### config.mk
export PLATFORM = sky130hd
export DESIGN_NAME = tilt_direction_decoder
export DESIGN_NICKNAME = d
export VERILOG_FILES = /design/src/rtl/tilt_direction_decoder.sv
export SDC_FILE = /design/constraint.sdc
export NUM_CORES = 1
export LEC_CHECK = 0
export ABC_AREA = 1
export BUFFER_PORTS_ARGS = -buffer_cell sky130_fd_sc_hd__buf_4
export CAP_MARGIN = 20
export CORE_MARGIN = 3
export CORE_UTILIZATION = 60
export CTS_CLUSTER_SIZE = 12
export DETAILED_ROUTE_END_ITERATION = 7
export GPL_TIMING_DRIVEN = 0
export PLACE_DENSITY = 0.88
export SETUP_SLACK_MARGIN = 0.02
export SYNTH_ARGS = -nofsm -noshare
export SYNTH_HDL_FRONTEND = slang
export SYNTH_SLANG_ARGS = --single-unit
### constraint.sdc
create_clock -name clock -period 2.4 [get_ports clock]
set_input_delay 0 -clock clock [delete_from_list [all_inputs] [get_ports clock]]
set_output_delay 0 -clock clock [all_outputs]
set_load 0.1 [all_outputs]
### src/rtl/tilt_direction_decoder.sv
// Per-axis tilt decoder: block-averages accelerometer samples, classifies them against a
// deadband with hysteresis, and debounces over HOLD_SAMPLES averages before committing a direction.
module tilt_direction_decoder #(
  parameter int WIDTH        = 9,
  parameter int CENTER_X     = 385,
  parameter int CENTER_Y     = 80,
  parameter int DEADBAND     = 8,
  parameter int HYST         = 4,
  parameter int AVG_LOG2     = 2,
  parameter int HOLD_SAMPLES = 3
) (
  input  logic             clock,
  input  logic             reset,
  input  logic             sample_valid,
  input  logic [WIDTH-1:0] accel_x,
  input  logic [WIDTH-1:0] accel_y,
  output logic             up,
  output logic             down,
  output logic             right,
  output logic             left,
  output logic             restx,
  output logic             resty,
  output logic             avg_strobe,
  output logic             changed
);

  localparam int ACC_W = WIDTH + AVG_LOG2;
  localparam int D_W   = WIDTH + 2;
  localparam int CNT_W = $clog2(HOLD_SAMPLES + 1);

  localparam logic signed [D_W-1:0] DB_HI  = D_W'(DEADBAND);
  localparam logic signed [D_W-1:0] DB_LO  = -D_W'(DEADBAND);
  localparam logic signed [D_W-1:0] REL_HI = D_W'(DEADBAND - HYST);
  localparam logic signed [D_W-1:0] REL_LO = -D_W'(DEADBAND - HYST);

  typedef enum logic [1:0] {ST_REST = 2'd0, ST_POS = 2'd1, ST_NEG = 2'd2} dir_e;

  typedef struct packed {
    dir_e             com;
    dir_e             pend;
    logic [CNT_W-1:0] cnt;
  } deb_t;

  function automatic logic signed [D_W-1:0] offset(input logic [WIDTH-1:0] avg,
                                                   input int center);
    logic signed [D_W-1:0] a;
    logic signed [D_W-1:0] c;
    a = $signed({2'b00, avg});
    c = D_W'(center);
    offset = a - c;
  endfunction

  // Hysteresis: leaving a committed direction needs the average to fall well inside the deadband.
  function automatic dir_e classify(input dir_e com, input logic signed [D_W-1:0] d);
    classify = ST_REST;
    case (com)
      ST_POS: begin
        if (d < DB_LO)        classify = ST_NEG;
        else if (d <= REL_HI) classify = ST_REST;
        else                  classify = ST_POS;
      end
      ST_NEG: begin
        if (d > DB_HI)        classify = ST_POS;
        else if (d >= REL_LO) classify = ST_REST;
        else                  classify = ST_NEG;
      end
      default: begin
        if (d > DB_HI)        classify = ST_POS;
        else if (d < DB_LO)   classify = ST_NEG;
        else                  classify = ST_REST;
      end
    endcase
  endfunction

  function automatic deb_t debounce(input deb_t cur, input dir_e cand);
    deb_t             nxt;
    logic [CNT_W-1:0] ncnt;
    nxt  = cur;
    ncnt = '0;
    if (cand == cur.com) begin
      nxt.pend = cur.com;
      nxt.cnt  = '0;
    end else begin
      if (cand == cur.pend) begin
        ncnt = cur.cnt + CNT_W'(1);
      end else begin
        nxt.pend = cand;
        ncnt     = CNT_W'(1);
      end
      if (ncnt == CNT_W'(HOLD_SAMPLES)) begin
        nxt.com = nxt.pend;
        nxt.cnt = '0;
      end else begin
        nxt.cnt = ncnt;
      end
    end
    return nxt;
  endfunction

  // Stage p0: block accumulation
  logic [ACC_W-1:0]    acc_x_p0, acc_y_p0;
  logic [AVG_LOG2-1:0] blk_cnt_p0;
  logic [ACC_W-1:0]    sum_x, sum_y;
  logic                blk_last;

  assign sum_x    = acc_x_p0 + ACC_W'(accel_x);
  assign sum_y    = acc_y_p0 + ACC_W'(accel_y);
  assign blk_last = sample_valid && (&blk_cnt_p0);

  always_ff @(posedge clock or posedge reset) begin
    if (reset) begin
      acc_x_p0   <= '0;
      acc_y_p0   <= '0;
      blk_cnt_p0 <= '0;
    end else if (sample_valid) begin
      blk_cnt_p0 <= blk_cnt_p0 + AVG_LOG2'(1);
      acc_x_p0   <= blk_last ? '0 : sum_x;
      acc_y_p0   <= blk_last ? '0 : sum_y;
    end
  end

  // Stage p1: registered block averages
  logic [WIDTH-1:0] avg_x_p1, avg_y_p1;
  logic             vld_p1;

  always_ff @(posedge clock) begin
    if (blk_last) begin
      avg_x_p1 <= WIDTH'(sum_x >> AVG_LOG2);
      avg_y_p1 <= WIDTH'(sum_y >> AVG_LOG2);
    end
  end

  always_ff @(posedge clock or posedge reset) begin
    if (reset) vld_p1 <= 1'b0;
    else       vld_p1 <= blk_last;
  end

  // Stage p2: classification, debounce and committed direction
  deb_t deb_x_p2, deb_y_p2;
  deb_t nxt_x, nxt_y;
  logic chg_p2;

  always_comb begin
    nxt_x = deb_x_p2;
    nxt_y = deb_y_p2;
    if (vld_p1) begin
      nxt_x = debounce(deb_x_p2, classify(deb_x_p2.com, offset(avg_x_p1, CENTER_X)));
      nxt_y = debounce(deb_y_p2, classify(deb_y_p2.com, offset(avg_y_p1, CENTER_Y)));
    end
  end

  always_ff @(posedge clock or posedge reset) begin
    if (reset) begin
      deb_x_p2 <= '{com: ST_REST, pend: ST_REST, cnt: '0};
      deb_y_p2 <= '{com: ST_REST, pend: ST_REST, cnt: '0};
      chg_p2   <= 1'b0;
    end else begin
      deb_x_p2 <= nxt_x;
      deb_y_p2 <= nxt_y;
      chg_p2   <= (nxt_x.com != deb_x_p2.com) || (nxt_y.com != deb_y_p2.com);
    end
  end

  assign up         = (deb_x_p2.com == ST_POS);
  assign down       = (deb_x_p2.com == ST_NEG);
  assign restx      = (deb_x_p2.com == ST_REST);
  assign right      = (deb_y_p2.com == ST_POS);
  assign left       = (deb_y_p2.com == ST_NEG);
  assign resty      = (deb_y_p2.com == ST_REST);
  assign avg_strobe = vld_p1;
  assign changed    = chg_p2;

endmodule

==> key figures, run 1 <==
Route
  – Total Wirelength: about 7400 um
  – DRT iter0 DRCs: approximately 110
  – Routed WL per cell: around 14 um
  – DR vias/cell: 5.53
  – Initial DRT Pass Iterations: 4
  – Post-route ant nets: 0
  – Vias: between 2k and 3k
  – DRC: 0

Global routing
  – Antenna violations before repair: 0
  – Global routing usage on met2: between 40% and 50%
  – First-pass GRT wire length: ~12000 um
  – Largest net degree at the start of global routing: 39
  – Vias in the first global route: approximately 2.8k
  – GRT Overall Usage: 23.6%
  – GR Overflow Total: 0
  – Met1 usage: between 20 and 30%
  – Busiest grt layer: met2
  – GR Util met3: between 3 and 4%

STA
  – Worst-margin pin slew: approximately 0.83 ns
  – Final cycle utilization of the critical path: just over 90%
  – Slew Viols, Final: 0
  – Final Skew: between 0.007 and 0.008 ns
  – Final hold vios: 0
  – Fmax: about 0.45 GHz
  – Final setup violating endpoints: 0
  – Slew HR: between 40% and 50%
  – RSZ-0062 raised after global routing: false
  – Period minus WS final: roughly 2.2 ns
  – Worst Setup Slack, final: 0.164 ns
  – Setup_tns: 0 ns

Placed design
  – PortBufs: 28
  – RePlAce Congestion: between 0.9 and 1
  – Dpl hpwl: between 5000 and 6000 um
  – Worst slack, placed: ~0.17 ns

Critical path
  – CP Capture Type: register
  – CP max-delay cell: fa_1
  – CP Data Required Time: about 2.5 ns
  – Worst setup path start: acc_y_p0[0]
  – Crit start category: register
  – Flop2flop setup slack: 0.16 ns
  – Slowest stage delay, CP: roughly 0.44 ns
  – Kind of critical path: reg2reg
  – Reg2Reg Depth: 10
  – Crit-path cells: ha_1, fa_1, nand3_1, nand3_1, a21oi_2, o21ai_0, nand2_1, nand2_1, xor2_1, inv_1
  – Critical Path Fanout Max: 3
  – Reg-to-reg startpoint: acc_y_p0[0]
  – Arrival @ worst endpoint: between 2 and 2.5 ns
  – Reg2reg end: avg_y_p1[6]

Synth
  – Mapped Avg Cell Area: between 8 and 9 um2
  – Syn Nets: around 480
  – Register bit total from synthesis: 56
  – Synth warn: 0
  – Gate count after technology mapping: roughly 430
  – Sequential area share after synthesis: 42.2%
  – Netlist cell types: 27
  – Cell Area, Synth: ~3500 um2

Clock tree
  – Longest Clk Path Bufs: 2
  – Clk_lat worst skew: approximately 0.31 ns
  – Post-CTS setup buffers: 0
  – Reg clk slew, reported paths: 0.10 ns
  – CTS sink count: 56
  – Max H-tree Level: 2
  – Num CTS Buffers: 5
  – CTS Root Cell: clkbuf_8
  – CTS tree: done

Die
  – Die Span Y: ~83 um
  – Initial core utilization: around 63%
  – Core Box Area: 5610 um2
  – Die area: 6840 um2
  – IO Pins: 29
  – Rows: 27
  – Die X: 82.7 um

Hold path
  – Hold depth: 3
  – HP Class: in2reg
  – HP Start: accel_x[0]
  – Hold EP: acc_x_p0[0]

Power and ir drop
  – PD cells: between 1000 and 1500 nW/um2
  – Peak supply drop: between 1 and 1.5 mV
  – Cell leakage power: around 0.002 uW

Finish
  – Most common cell after layout, fill and taps aside: nand2_1
  – Layout cell share with drive strength beyond 1: between 10% and 20%
  – Area of the multi-input gates: approximately 1800 um2
  – Final #Nets: between 500 and 600
  – Commonest cells after routing, fill and taps aside: nand2_1 (113), inv_1 (51), dfrtp_1 (38)
  – N_diodes: 0
  – Fillcell total: roughly 420
  – Area Growth Syn to Fin: 13.0%
  – Reg area: roughly 1500 um2

Status
  – Status: finished clean

Job
  – Maxcap violations: 0
[repair_timing]
| action | CTS | global route |
|---|---|---|
| endpoints found under the hold margin | 40 | 0 |
| hold buffers | 2 | 0 |
| resized for setup | 0 | 1 |
| endpoints found under the setup margin | 0 | 1 |
[cell usage after synthesis]
library cell,n,area share (%)
nand2_1,113,12
inv_1,52,5.5
dfrtp_1,38,27
nand3_1,36,5.1
ha_1,25,8.9
nor2_1,24,2.6
o21ai_0,19,2.7
xor2_1,19,4.7
edfxtp_1,18,15
a21oi_1,16,2.3
a22o_1,14,3.5
nand4_1,14,2.5
nand2_2,6,1.1
clkbuf_1,5,0.53
nand3b_1,4,0.85
nor2_4,3,0.96
nor3_1,3,0.43
or2_2,3,0.53
and2_1,2,0.35
fa_1,2,1.1
nor2_2,2,0.35
nor4_1,2,0.35
o2111ai_1,2,0.50
o21ai_1,2,0.28
a21oi_2,1,0.25
nand3_2,1,0.28
o21bai_1,1,0.21
[kinds of logic (layout without fill, tap and decap cells)]
group / Yosys count / count (layout) / synth area share (%)
compound gates: 55 / 55 / 9.67
simple gates: 213 / 213 / 27.3
flops: 56 / 56 / 42.2
buf+inv: 57 / 95 / 6.06
xor+xnor: 19 / 19 / 4.71
fa+ha+maj: 27 / 27 / 9.99
[power breakdown]
part	internal, uW	switching (uW)	leakage [uW]
logic	1010	2000	0.00129
clock network	417	316	0.0000654
registers	1450	284	0.000650
total	2880	2600	0.00200
[worst max path at each step]
stage,endpoint,cells after the start
after floorplan,deb_x_p2[4],13
after global placement,avg_y_p1[6],10
after detailed placement,avg_y_p1[6],10
after CTS,avg_y_p1[6],10
after global routing,avg_y_p1[6],10
final,avg_y_p1[6],10
[layout make-up]
cell class | count | area share [%]
Timing Repair Buffer | 30 | 5.77
Clock buffer | 6 | 1.82
Clock inverter | 2 | 1.51
Sequential cell | 56 | 37.4
Inverter | 52 | 4.89
Tap cell | 72 | 2.26
Buffer | 5 | 0.470
Multi-Input combinational cell | 314 | 45.9
[per-layer routing]
metal / up-vias / share of wire [%] / wire length, um
li1: 1494 / - / -
met4: 0 / 2.0 / 149
met1: 1380 / 44 / 3240
met5: - / 0 / 0
met2: 77 / 50 / 3730
met3: 16 / 3.9 / 291
[registers in the layout, indices dropped and copies added (netlist names)]
register    flops
deb_y_p2        6
acc_y_p0       11
avg_x_p1        9
deb_x_p2        6
changed         1
blk_cnt_p0      2
avg_y_p1        9
acc_x_p0       11
avg_strobe      1
[metrics by stage]
step | total power, uW | cells | area [um2] | hold slack [ns] | util, %
detailed placement | 4680 | 527 | 3830 | 0.212 | 68.4
finish | 5480 | 537 | 3990 | 0.0332 | 71.2
floorplan | 4080 | 427 | 3530 | 0.0910 | -
global placement | 4540 | 527 | 3830 | 0.224 | 68.4
global route | 5940 | 537 | 3990 | 0.0316 | 71.2
CTS | 5450 | 537 | 3990 | 0.0278 | 71.1
[worst max-delay path, delay by kind of cell, from the launching register on]
family / cells / cell delay (ns)
buf+inv: 1 / 0.07
fa+ha+maj: 2 / 0.67
xor+xnor: 1 / 0.20
flops: 1 / 0.40
compound gates: 2 / 0.30
simple gates: 4 / 0.35
No activity file was read; power rests on OpenSTA's default activity.
==> inputs of run 2 (changes only) <==
--- a/config.mk
+++ b/config.mk
@@ -13,7 +13,7 @@
 export CTS_CLUSTER_SIZE = 12
 export DETAILED_ROUTE_END_ITERATION = 7
 export GPL_TIMING_DRIVEN = 0
-export PLACE_DENSITY = 0.88
+export PLACE_DENSITY = 0.84
 export SETUP_SLACK_MARGIN = 0.02
 export SYNTH_ARGS = -nofsm -noshare
 export SYNTH_HDL_FRONTEND = slang
==> run 2 against run 1 <==
Against the previous run: cell count did not move; die area did not move; cell area fell by 1.3%; utilization fell by 0.91 points; worst hold slack improved by 0.0055 ns; clock power fell by 28%; total power fell by 5.0%; clock skew fell by 0.0027 ns; register-to-register slack barely moved; global-route usage fell by 1.6 points; combinational power fell by 2%; first-iteration DRC count fell by 10%; critical path type unchanged; highest routed layer unchanged.
==> key figures, run 2 (same netlist as run 1, synthesis figures left out) <==
Hold path
  – HP Class: in2reg (unchanged)

STA
  – Slew HR: 46.4% (was 44.7%)
  – Period minus WS final: 2.24 ns (about the same)
  – Worst-margin pin slew: 0.803 ns (was 0.828 ns)
  – Final Skew: 0.00478 ns (was 0.00750 ns)
  – Slew Viols, Final: 0 (unchanged)
  – RSZ-0062 raised after global routing: false (unchanged)
  – Final cycle utilization of the critical path: 93.4% (was 93.2%)
  – Fmax: 0.446 GHz (was 0.447 GHz)
  – Final hold vios: 0 (unchanged)
  – Setup_tns: 0 ns (unchanged)
  – Final setup violating endpoints: 0 (unchanged)

Placed design
  – PortBufs: 28 (unchanged)
  – Dpl hpwl: 5290 um (was 5330 um)
  – RePlAce Congestion: 0.868 (was 0.914)

Clock tree
  – Clk_lat worst skew: 0.31 ns (about the same)
  – Num CTS Buffers: 5 (unchanged)
  – Post-cts sizing count: 0 (unchanged)
  – CTS tree: done (unchanged)
  – CTS Root Cell: clkbuf_8 (unchanged)
  – Max H-tree Level: 2 (unchanged)
  – Reg clk slew, reported paths: 0.10 ns (about the same)
  – Longest Clk Path Bufs: 2 (unchanged)
  – CTS sink count: 56 (unchanged)

Power and ir drop
  – PD cells: 1320 nW/um2 (was 1370 nW/um2)
  – Reg power frac: 33.2% (was 31.7%)
  – Logic pwr share: 56.6% (was 54.9%)
  – P_int: 2670 uW (was 2880 uW)
  – Switching part of the total: 48.8% (was 47.4%)
  – Cell leakage power: 0.00198 uW (was 0.00200 uW)
  – Tot Pwr: 5200 uW (was 5480 uW)
  – Clock Power Share: 10.2% (was 13.4%)
  – Psw: 2540 uW (was 2600 uW)
  – Peak supply drop: 1.03 mV (was 1.04 mV)

Die
  – Die X: 82.7 um (unchanged)
  – Initial core utilization: 63.0% (unchanged)
  – Core Box Area: 5610 um2 (unchanged)
  – Die Span Y: 82.7 um (unchanged)
  – Rows: 27 (unchanged)
  – IO Pins: 29 (unchanged)
  – Die area: 6840 um2 (unchanged)

Global routing
  – GRT Overall Usage: 22.0% (was 23.6%)
  – First-pass GRT wire length: 11700 um (was 12400 um)
  – Largest net degree at the start of global routing: 39 (unchanged)
  – Antenna violations before repair: 0 (unchanged)
  – Vias in the first global route: 2779 (was 2844)
  – GR Overflow Total: 0 (unchanged)

Status
  – Status: finished clean (unchanged)

Route
  – Max layer used: met4 (unchanged)
  – DR WL met2: 3510 um (was 3730 um)
  – Post-Route M1 WL: 3120 um (was 3240 um)
  – Routed WL per cell: 13.0 um (was 13.8 um)
  – Routed wl met3: 312 um (was 291 um)
  – DRT iter0 DRCs: 98 (was 109)
  – DR vias/cell: 5.47 (was 5.53)
  – DRC: 0 (unchanged)
  – Initial DRT Pass Iterations: 4 (unchanged)
  – Vias: 2935 (was 2967)
  – Total Wirelength: 6990 um (was 7420 um)
  – Post-route ant nets: 0 (unchanged)

Critical path
  – Crit start category: register (unchanged)
  – Kind of critical path: reg2reg (unchanged)
  – CP Capture Type: register (unchanged)
  – Flop2flop setup slack: 0.16 ns (about the same)
  – Arrival @ worst endpoint: 2.32 ns (was 2.31 ns)
  – Critical Path Fanout Max: 3 (unchanged)
  – CP Data Required Time: 2.47 ns (was 2.48 ns)

Finish
  – Final #Nets: 512 (unchanged)
  – Commonest cells after routing, fill and taps aside: nand2_1 (113), inv_1 (51), dfrtp_1 (38) (unchanged)
  – Layout cell share with drive strength beyond 1: 11.2% (was 11.6%)
  – N_diodes: 0 (unchanged)
  – Biggest regs: acc_x_p0 (11), acc_y_p0 (11) (unchanged)
  – Fillcell total: 456 (was 422)
  – Area Growth Syn to Fin: 11.6% (was 13.0%)
  – Most common cell after layout, fill and taps aside: nand2_1 (unchanged)

Job
  – Maxcap violations: 0 (unchanged)
run 2: cell count changes in the layout (fill, tap and decap cells not counted):
cell,previous run,this run
bufinv_16,2,0
a21oi_1,15,16
a21oi_2,2,1
clkbuf_1,6,7
clkinv_4,0,1
run 2: critical path: stages, from the launching register on:
cell,delay (ns)
dfrtp_1,0.40
ha_1,0.22
fa_1,0.45
nand3_1,0.10
nand3_1,0.10
a21oi_1,0.23
o21ai_0,0.13
nand2_1,0.07
nand2_1,0.06
xor2_1,0.18
inv_1,0.06
run 2: what timing repair did:
item,CTS,global route
setup buffers,0,0
hold endpoints to repair,40,0
hold buffers,2,0
setup endpoints to repair,0,0
run 2: power groups by stage:
stage / Clock (uW) / Combinational [uW] / Sequential, uW
after CTS: 534 / 2940 / 1730
final: 530 / 2940 / 1730
after detailed placement: 0 / 2920 / 1740
after global placement: 0 / 2820 / 1720
after global routing: 571 / 3320 / 1770
after floorplan: 0 / 2360 / 1720
run 2: area by class of cell:
type / instances / area, um2 / area share [%]
Clock buffer: 7 / 76.3 / 1.94
Sequential cell: 56 / 1490 / 37.9
Tap cell: 72 / 90.1 / 2.29
Buffer: 5 / 18.8 / 0.476
Multi-Input combinational cell: 314 / 1830 / 46.4
Timing Repair Buffer: 30 / 230 / 5.84
Inverter: 52 / 195 / 4.96
Clock inverter: 1 / 8.76 / 0.222
run 2: path summary, 6_finish.rpt:
kind	to	start	cells past startpoint
min in group asynchronous	changed	reset	3
hold / removal	acc_y_p0[0]	accel_y[0]	3
setup reg to reg	avg_y_p1[6]	acc_y_p0[0]	10
max in group asynchronous	acc_y_p0[6]	reset	3
setup / recovery	avg_y_p1[6]	acc_y_p0[0]	10
hold reg to reg	blk_cnt_p0[0]	blk_cnt_p0[0]	1
run 2: per-stage QoR:
step,hold slack (ns),setup slack [ns],util [%],area (um2),cells
floorplan,0.0910,0.0213,-,3530,427
global placement,0.221,0.241,68.4,3830,527
detailed placement,0.223,0.208,68.4,3830,527
CTS,0.0375,0.179,70.2,3940,537
global route,0.0471,0.0246,70.2,3940,537
finish,0.0387,0.158,70.2,3940,537
run 2: layer usage:
layer  vias up  GRT usage, %
met3         4          3.80
met2        58          39.4
met1      1372          27.1
li1       1501             -
met5         -             0
met4         0          6.54
==> inputs of run 3 (changes only) <==
--- a/config.mk
+++ b/config.mk
@@ -5,15 +5,14 @@
 export SDC_FILE = /design/constraint.sdc
 export NUM_CORES = 1
 export LEC_CHECK = 0
-export ABC_AREA = 1
 export BUFFER_PORTS_ARGS = -buffer_cell sky130_fd_sc_hd__buf_4
 export CAP_MARGIN = 20
 export CORE_MARGIN = 3
-export CORE_UTILIZATION = 60
+export CORE_UTILIZATION = 59
 export CTS_CLUSTER_SIZE = 12
 export DETAILED_ROUTE_END_ITERATION = 7
 export GPL_TIMING_DRIVEN = 0
-export PLACE_DENSITY = 0.84
+export PLACE_DENSITY = 0.83
 export SETUP_SLACK_MARGIN = 0.02
 export SYNTH_ARGS = -nofsm -noshare
 export SYNTH_HDL_FRONTEND = slang
==> run 3 against run 2 <==
Against the previous run: sequential share of layout area increased by 1.3 points; cell area decreased by 3.2%; clock-buffer cell count decreased by 2; combinational power decreased by 15%; routed wire length decreased by 12%; setup slack got worse by 0.10 ns; total power decreased by 9.5%; maximum frequency decreased by 4.3%; sequential power about the same; die area decreased by 6.3%; synthesized cell count decreased by 32%; critical endpoint is now deb_y_p2[4]; highest routed layer unchanged.
==> key figures, run 3 <==
Clock tree
  – CTS tree: done (unchanged)
  – Clk_lat worst skew: 0.31 ns (about the same)
  – Longest Clk Path Bufs: 2 (unchanged)
  – Num CTS Buffers: 5 (unchanged)
  – Reg clk slew, reported paths: 0.10 ns (about the same)
  – CTS Root Cell: clkbuf_8 (unchanged)
  – CTS sink count: 56 (unchanged)
  – Max H-tree Level: 2 (unchanged)

Finish
  – Area Growth Syn to Fin: 17.7% (was 11.6%)
  – Final cell count without fillers: 407 (was 537)
  – Biggest regs: acc_x_p0 (11), acc_y_p0 (11) (unchanged)
  – Final #Nets: 384 (was 512)
  – Layout cell share with drive strength beyond 1: 24.9% (was 11.2%)
  – Commonest cells after routing, fill and taps aside: dfrtp_1 (36), buf_4 (35), nand2_1 (22) (was nand2_1 (113), inv_1 (51), dfrtp_1 (38))
  – N_diodes: 0 (unchanged)
  – Final instance area: 3810 um2 (was 3940 um2)
  – Most common cell after layout, fill and taps aside: dfrtp_1 (was nand2_1)
  – Finished Core Util: 73.2% (was 70.2%)
  – Fillcell total: 368 (was 456)

Critical path
  – Arrival @ worst endpoint: 2.54 ns (was 2.32 ns)
  – CP Data Required Time: 2.60 ns (was 2.47 ns)
  – Crit start category: register (unchanged)
  – Crit path max-delay family: compound AO/OA/AOI/OAI gates (was adder cells)
  – CP bufs+invs: 1 (unchanged)
  – CP Capture Type: register (unchanged)
  – Slowest stage delay, CP: 0.46 ns (was 0.45 ns)
  – Critical Path Fanout Max: 5 (was 3)
  – Kind of critical path: reg2reg (unchanged)
  – CP max-delay cell: dfrtp_2 (was fa_1)
  – Crit-path cells: inv_4, ha_4, nor3b_4, a41o_1, a32oi_4, xnor2_2, nand4_1, mux2_4 (was ha_1, fa_1, nand3_1, nand3_1, a21oi_1, o21ai_0, nand2_1, nand2_1, xor2_1, inv_1)

Synth
  – Netlist cell types: 60 (was 27)
  – Gate count after technology mapping: 292 (was 427)
  – Register bit total from synthesis: 56 (unchanged)
  – Async SR Flop Fraction: 67.9% (unchanged)
  – Top-count cell post-synth: dfrtp_1 (was nand2_1)
  – Sequential area share after synthesis: 46.1% (was 42.2%)
  – Synth warn: 0 (unchanged)
  – Cell Area, Synth: 3240 um2 (was 3530 um2)
  – Top post-synthesis cells by area: dfrtp_1 (29%), edfxtp_1 (17%), ha_1 (9.7%), xnor2_1 (4.3%), a22o_1 (3.2%) (was dfrtp_1 (27%), edfxtp_1 (15%), nand2_1 (12%), ha_1 (8.9%), inv_1 (5.5%))
  – Synth cell count leaders: dfrtp_1 (38), ha_1 (25), nand2_1 (22), edfxtp_1 (18) (was nand2_1 (113), inv_1 (52), dfrtp_1 (38), nand3_1 (36), ha_1 (25))
  – Area leader, netlist: dfrtp_1 (unchanged)
  – Syn Nets: 340 (was 475)
  – Synth top area share: 29.4% (was 26.9%)
  – Mapped Avg Cell Area: 11.1 um2 (was 8.27 um2)
  – Synth Flop Type: dfrtp_1 (unchanged)
  – Post-synth EDFFs: 18 (unchanged)

Route
  – DR vias/cell: 5.89 (was 5.47)
  – Initial DRT Pass Iterations: 4 (unchanged)
  – DRT iter0 DRCs: 75 (was 98)
  – Post-route ant nets: 0 (unchanged)
  – DRC: 0 (unchanged)
  – Total Wirelength: 6140 um (was 6990 um)
  – Vias: 2399 (was 2935)
  – Routed WL per cell: 15.1 um (was 13.0 um)

STA
  – RSZ-0062 raised after global routing: true (was false)
  – Fmax: 0.427 GHz (was 0.446 GHz)
  – Final cycle utilization of the critical path: 97.6% (was 93.4%)
  – Slew Viols, Final: 0 (unchanged)
  – Final Skew: 0.00254 ns (was 0.00478 ns)
  – Slew HR: 41.5% (was 46.4%)
  – Worst-margin pin slew: 0.874 ns (was 0.803 ns)
  – Final setup violating endpoints: 0 (unchanged)
  – Period minus WS final: 2.34 ns (was 2.24 ns)
  – Final hold vios: 0 (unchanged)

Global routing
  – Vias in the first global route: 2299 (was 2779)
  – GRT Overall Usage: 20.1% (was 22.0%)
  – First-pass GRT wire length: 10200 um (was 11700 um)
  – GR Overflow Total: 0 (unchanged)
  – Largest net degree at the start of global routing: 39 (unchanged)
  – Antenna violations before repair: 0 (unchanged)

Placed design
  – RePlAce Congestion: 0.810 (was 0.868)
  – Placed insts: 390 (was 527)
  – Placement Cell Area: 3580 um2 (was 3830 um2)
  – Dpl hpwl: 4350 um (was 5290 um)
  – PortBufs: 27 (was 28)

Die
  – Core Box Area: 5200 um2 (was 5610 um2)
  – IO Pins: 29 (unchanged)
  – Die Span Y: 80.1 um (was 82.7 um)
  – Die X: 80.1 um (was 82.7 um)
  – Initial core utilization: 62.2% (was 63.0%)
  – Rows: 26 (was 27)
  – Die area: 6410 um2 (was 6840 um2)

Power and ir drop
  – Peak supply drop: 0.702 mV (was 1.03 mV)
  – Cell leakage power: 0.00166 uW (was 0.00198 uW)
  – PD cells: 1240 nW/um2 (was 1320 nW/um2)

Job
  – Maxcap violations: 0 (unchanged)

Status
  – Status: finished clean (unchanged)

Hold path
  – HP Class: in2reg (unchanged)
-- run 3: path summary, 6_finish.rpt --
kind	slack, ns	endpoint	cells past startpoint	startpoint
hold reg to reg	0.49	blk_cnt_p0[0]	1	blk_cnt_p0[0]
min in group asynchronous	0.41	changed	3	reset
max in group asynchronous	1.43	deb_y_p2[4]	3	reset
setup / recovery	0.06	deb_y_p2[4]	8	deb_y_p2[4]
hold / removal	0.08	acc_y_p0[0]	4	accel_y[0]
setup reg to reg	0.06	deb_y_p2[4]	8	deb_y_p2[4]
-- run 3: layer usage --
metal,GRT usage [%],vias to the layer above,wire length (um)
met4,5.91,0,115
met5,0,-,0
met1,26.2,1157,2770
met2,33.5,42,3050
met3,4.26,15,199
li1,-,1185,-
-- run 3: logic make-up after synthesis --
group                    synth area share, %
AO/OA/AOI/OAI                           20.8
AND/OR/NAND/NOR                         12.2
flip-flops                              46.1
adder cells (fa/ha/maj)                 10.9
XOR/XNOR                                5.68
buffers and inverters                   2.32
multiplexers                            2.09
-- run 3: tightest hold or removal path, stage by stage --
cell,delay (ns)
buf_4,0.08
ha_1,0.11
nand2_1,0.05
o2bb2ai_1,0.11
-- run 3: final cells by class --
type / instances / area (um2) / area share [%]
Buffer: 5 / 18.8 / 0.492
Clock inverter: 3 / 13.8 / 0.361
Tap cell: 70 / 87.6 / 2.30
Timing Repair Buffer: 37 / 284 / 7.45
Multi-Input combinational cell: 216 / 1790 / 46.8
Inverter: 15 / 58.8 / 1.54
Sequential cell: 56 / 1490 / 39.2
Clock buffer: 5 / 68.8 / 1.81
-- run 3: where the power goes --
| part | internal, uW | total, uW | switching (uW) |
|---|---|---|---|
| logic | 1090 | 2490 | 1410 |
| clock network | 199 | 501 | 301 |
| registers | 1450 | 1720 | 266 |
| total | 2730 | 4710 | 1980 |
-- run 3: through the flow --
stage	hold slack (ns)	setup slack, ns	power (uW)	TNS (ns)
after floorplan	0.192	0.0334	3540	0
final	0.0785	0.0572	4710	0
after global placement	0.398	-0.161	3910	-3.06
after global routing	0.109	-0.0295	5060	-0.0337
after CTS	0.0838	0.0216	4610	0
after detailed placement	0.228	-0.119	4010	-0.332
-- run 3: repair_timing --
| item | CTS | global route |
|---|---|---|
| gates resized for setup | 9 | 10 |
| hold endpoints to repair | 38 | 0 |
| hold buffers | 1 | 0 |
| pin swaps | 2 | 4 |
| endpoints found under the setup margin | 9 | 19 |
| buffers inserted | 3 | 5 |
